--- config.mk ---
export PLATFORM = sky130hd
export DESIGN_NAME = bus_arbiter_rr
export DESIGN_NICKNAME = d
export VERILOG_FILES = /design/src/rtl/bus_arbiter_rr.sv
export SDC_FILE = /design/constraint.sdc
export NUM_CORES = 1
export LEC_CHECK = 0
export CORE_UTILIZATION = 35
export CTS_BUF_LIST = sky130_fd_sc_hd__clkbuf_8
export DETAILED_ROUTE_END_ITERATION = 10
export GPL_ROUTABILITY_DRIVEN = 0
export HOLD_SLACK_MARGIN = 0.12
export PLACE_DENSITY = 0.8
export SLEW_MARGIN = 20
export SYNTH_ARGS = -nofsm -noshare
export SYNTH_HDL_FRONTEND = slang
export SYNTH_SLANG_ARGS = --single-unit
--- constraint.sdc ---
create_clock -name clk -period 3.4 [get_ports clk]
set_input_delay 0.68 -clock clk [delete_from_list [all_inputs] [get_ports clk]]
set_output_delay 0.68 -clock clk [all_outputs]
set_load 0.005 [all_outputs]
--- src/rtl/bus_arbiter_rr.sv ---
// Round-robin bus arbiter with a registered bus driver. Optional multi-beat
// bus locking with a beat timeout is built only when BUS_ARB_LOCK_EN is defined.
module bus_arbiter_rr #(
    parameter int WIDTH    = 32,
    parameter int NSRC     = 8,
    parameter int MAX_LOCK = 16,
    parameter int SELW     = $clog2(NSRC)
) (
    input  logic                  clk,
    input  logic                  clr,
    input  logic [NSRC-1:0]       req,
    input  logic [NSRC-1:0]       lock,
    input  logic [NSRC*WIDTH-1:0] src_data,
    output logic [NSRC-1:0]       grant,
    output logic [SELW-1:0]       grant_idx,
    output logic                  bus_valid,
    output logic [WIDTH-1:0]      bus_data,
    output logic                  lock_timeout
);

    typedef enum logic [1:0] {S_IDLE, S_GRANT, S_LOCKED} state_t;

    state_t          r_state;
    logic [SELW-1:0] r_ptr;

    logic            w_any;
    logic [SELW-1:0] w_win;
    logic [SELW-1:0] w_next_ptr;
    logic [WIDTH-1:0] w_win_data;

    // Search from the pointer upward, wrapping modulo NSRC without ever forming an index >= NSRC.
    always_comb begin
        int pos;
        w_any = 1'b0;
        w_win = '0;
        pos   = 0;
        for (int k = 0; k < NSRC; k++) begin
            pos = int'(r_ptr) + k;
            if (pos >= NSRC) begin
                pos = pos - NSRC;
            end
            if (!w_any && req[pos]) begin
                w_any = 1'b1;
                w_win = SELW'(pos);
            end
        end
    end

    assign w_next_ptr = (w_win == SELW'(NSRC - 1)) ? '0 : w_win + SELW'(1);
    assign w_win_data = src_data[int'(w_win)*WIDTH +: WIDTH];

`ifdef BUS_ARB_LOCK_EN
    localparam int CNTW = $clog2(MAX_LOCK + 1);

    logic [SELW-1:0]  r_owner;
    logic [CNTW-1:0]  r_cnt;
    logic             w_own_act;
    logic             w_hold;
    logic             w_expire;
    logic [WIDTH-1:0] w_own_data;

    assign w_own_act  = (r_state == S_LOCKED) && req[r_owner] && lock[r_owner];
    assign w_hold     = w_own_act && (r_cnt < CNTW'(MAX_LOCK));
    assign w_expire   = w_own_act && !w_hold;
    assign w_own_data = src_data[int'(r_owner)*WIDTH +: WIDTH];
`else
    logic w_unused_bits;
    assign w_unused_bits = ^{lock, r_state};
`endif

    always_ff @(posedge clk or posedge clr) begin
        if (clr) begin
            r_state      <= S_IDLE;
            r_ptr        <= '0;
            grant        <= '0;
            grant_idx    <= '0;
            bus_valid    <= 1'b0;
            bus_data     <= '0;
            lock_timeout <= 1'b0;
`ifdef BUS_ARB_LOCK_EN
            r_owner      <= '0;
            r_cnt        <= '0;
`endif
        end else begin
            lock_timeout <= 1'b0;
`ifdef BUS_ARB_LOCK_EN
            if (w_hold) begin
                // Locked owner keeps the bus; grant, index and pointer stay put.
                bus_data  <= w_own_data;
                bus_valid <= 1'b1;
                r_cnt     <= r_cnt + CNTW'(1);
            end else begin
                lock_timeout <= w_expire;
`endif
                if (w_any) begin
                    grant     <= NSRC'(1) << w_win;
                    grant_idx <= w_win;
                    bus_data  <= w_win_data;
                    bus_valid <= 1'b1;
                    r_ptr     <= w_next_ptr;
`ifdef BUS_ARB_LOCK_EN
                    r_owner   <= w_win;
                    r_cnt     <= CNTW'(1);
                    r_state   <= lock[w_win] ? S_LOCKED : S_GRANT;
`else
                    r_state   <= S_GRANT;
`endif
                end else begin
                    grant     <= '0;
                    bus_valid <= 1'b0;
                    r_state   <= S_IDLE;
                end
`ifdef BUS_ARB_LOCK_EN
            end
`endif
        end
    end

endmodule

==> results of run 1 <==
## where the power goes
group | internal (mW) | total (mW) | switching [mW]
clock network | 0.157 | 0.418 | 0.261
logic | 6.28 | 12.7 | 6.39
registers | 0.927 | 1.10 | 0.174
total | 7.36 | 14.2 | 6.82
## what timing repair did
item	in CTS	in global routing
pin swaps	0	5
setup endpoints to repair	32	33
setup buffers	0	6
hold endpoints to repair	0	0
resized for setup	4	37
hold buffers	0	0
cloned	0	3
## cell usage in the layout, fill, tap and decap left out, types with 3 or more instances in the layout
master / synthesis / routed
clkdlybuf4s50_1: 0 / 301
mux2i_1: 73 / 71
buf_4: 6 / 61
a221oi_1: 64 / 54
nand2_1: 49 / 49
dfrtp_1: 47 / 46
inv_1: 39 / 37
o21ai_0: 35 / 35
o2111ai_1: 34 / 34
nand3_1: 33 / 33
a21o_1: 33 / 33
a211o_1: 32 / 32
buf_12: 0 / 17
nor2_1: 13 / 12
mux4_2: 10 / 10
a221oi_2: 1 / 10
dlymetal6s2s_1: 0 / 8
clkbuf_8: 0 / 5
nor3_1: 5 / 4
nor2b_1: 3 / 3
a21oi_1: 4 / 3
mux2_4: 1 / 3
o211ai_1: 3 / 3
o21ai_4: 1 / 3
clkbuf_16: 0 / 3
## how the worst max path moves through the flow
stage	endpoint	slack [ns]
after global placement	bus_data[8]	-0.32
after CTS	bus_data[8]	0.02
after floorplan	bus_data[31]	0.005
after global routing	bus_data[20]	-0.08
after detailed placement	bus_data[8]	-0.42
final	bus_data[18]	0.04
## state kept, by name (all words and copies together), names as in the netlist
| name | count |
|---|---|
| bus_data | 32 |
| bus_valid | 1 |
| grant | 8 |
| grant_idx | 3 |
| r_ptr | 3 |
## metal layers
layer / GRT usage [%] / vias to the layer above / part of all wire (%)
li1: - / 3010 / -
met1: 37.19 / 3136 / 38
met2: 51.72 / 395 / 51
met3: 5.351 / 62 / 7.3
met4: 12.20 / 0 / 3.7
met5: 0 / - / 0
## through the flow
step / total power [mW] / hold WS, ns
after detailed placement: 13.00 / 0.4622
final: 14.18 / 0.4884
after global placement: 12.78 / 0.4594
after CTS: 13.50 / 0.4899
after floorplan: 8.342 / 0.4701
after global routing: 15.10 / 0.5210
## critical path: stages (launching register included)
cell       delay (ns)
dfrtp_2          0.41
inv_2            0.06
ha_4             0.32
mux4_2           0.61
mux2i_2          0.24
buf_4            0.16
nor3_1           0.05
o211ai_1         0.35
o21a_4           0.30
buf_8            0.20
buf_4            0.18
nand3_1          0.08
a21o_1           0.19
o2111ai_1        0.10
## cell families (layout without fill, tap and decap cells)
family	after synthesis	count (layout)	synth area share, %
mux	88	88	20.06
other cells	1	2	0.07324
compound gates	226	226	34.78
buf+inv	107	442	9.213
simple gates	122	122	11.73
fa+ha+maj	2	2	0.4887
xor+xnor	4	4	0.6844
flops	47	47	22.97
## layout make-up
type                       instances  area (µm²)  share of cell area, %
sequential                        47        1177                  12.50
antenna                            1       2.502                0.02656
inverter                          39       146.4                  1.554
clock inverter                     3       28.78                 0.3054
clock buffer                       5       68.82                 0.7303
tap                              180       225.2                  2.390
multi-input combinational        443        3707                  39.34
timing repair buffer             395        4066                  43.15
==> flow_summary.json, run 1 <==
{
  "synth_area_um2": 5120,
  "drc": 0,
  "cts_tree": "yes",
  "top_level_ports": 319,
  "drv_cap": 0,
  "grt.total_usage_pct": 30.14,
  "setup_tns_ns": 0,
  "p_leak_nw": 3.945,
  "syn-num-nets": 873,
  "clock_latency_ns": 0.33,
  "worstReg2RegEnd": "bus_data[18]",
  "r2r_start": "r_ptr[0]",
  "start_util_pct": 36.32,
  "critPathCaptureType": "flip-flop",
  "clk_pin_slew_ns": 0.11,
  "p_per_area_nw_per_um2": 1505,
  "die-area_um2": 15120,
  "setup_viol": 0,
  "dpl.hpwl_mm": 17.62,
  "finalClockSkew_ns": 0.009320,
  "hold_end": "grant_idx[1]",
  "stdcell_count": 1113,
  "routedWlPerCell_um": 21.71,
  "yosysTopAreaCell": "dfrtp_1",
  "min_period_ns": 3.357,
  "core_area_um2": 14100,
  "synth_most_common_cell": "mux2i_1",
  "synth_flop_cell": "dfrtp_1",
  "synth_top_area_share_pct": 22.97,
  "hold_violations": 0,
  "status": "completed",
  "hold_path_depth": 2,
  "drt_iter0_drc": 553,
  "ff2ff_setup_slack_ns": 0.04,
  "synthCells": 597,
  "row_count": 43,
  "synthTopCellsByCount": "mux2i_1, a221oi_1, nand2_1",
  "hp-class": "reg2reg",
  "die_w_um": 122.9,
  "cts_root_buffer": "clkbuf_8",
  "via_count": 6603,
  "numCtsBuffers": 5,
  "grt_pass1_wl_mm": 34.38,
  "fillers": 1155,
  "ant_nets": 0,
  "grt_max_degree": 38,
  "syn_to_final_growth_pct": 84.04,
  "cts.sinks": 47,
  "max_freq_mhz": 297.9,
  "drive_above_1_share_pct": 15.88,
  "preCtsSetupSlack_ns": -0.4226,
  "syn_area_per_cell_um2": 8.576,
  "async_flop_share_pct": 100.0,
  "synth_edf_count": 0,
  "place_area_um2": 8989,
  "crit_type": "reg2reg",
  "period_share_pct": 98.75,
  "layout.nets": 1207,
  "ys_types": 57,
  "firstDrtPassIters": 6,
  "critPathArrivalTime_ns": 3.60,
  "grt_pass1_vias": 6356,
  "hold_path.startpoint": "grant_idx[1]",
  "dp.cells": 1095,
  "rr_worst_depth": 13,
  "via_per_inst": 5.933,
  "synth-seq-area-share_pct": 22.97,
  "drt-total-wl_mm": 24.16,
  "worstPathRequired_ns": 3.64,
  "overflow": 0,
  "cts_htree_levels": 2,
  "drv_slew": 0,
  "design_area_um2": 9423,
  "ir_drop_mv": 1.027,
  "crit_start": "r_ptr[0]",
  "start_kind": "flip-flop",
  "yosysWarnings": 0,
  "die_h_um": 122.9,
  "clock_path_buffers": 2,
  "rsz0062_at_grt": "yes",
  "fin_util_pct": 66.85,
  "fin_ws_ns": 0.04261,
  "synth_seq_cells": 47,
  "io_buffer_count": 309,
  "antenna_found_initial": 0,
  "path_max_fanout": 14,
  "synthTopCellsByArea": "dfrtp_1, mux2i_1, a221oi_1"
}
No activity file was read; power rests on OpenSTA's default activity.
==> run 2: changes to the inputs <==
--- a/config.mk
+++ b/config.mk
@@ -9,7 +9,7 @@
 export CTS_BUF_LIST = sky130_fd_sc_hd__clkbuf_8
 export DETAILED_ROUTE_END_ITERATION = 10
 export GPL_ROUTABILITY_DRIVEN = 0
-export HOLD_SLACK_MARGIN = 0.12
+export HOLD_SLACK_MARGIN = 0.08
 export PLACE_DENSITY = 0.8
 export SLEW_MARGIN = 20
 export SYNTH_ARGS = -nofsm -noshare
==> results of run 2 <==
No change in the layout: final DEF, timing and power equal those of run 1.
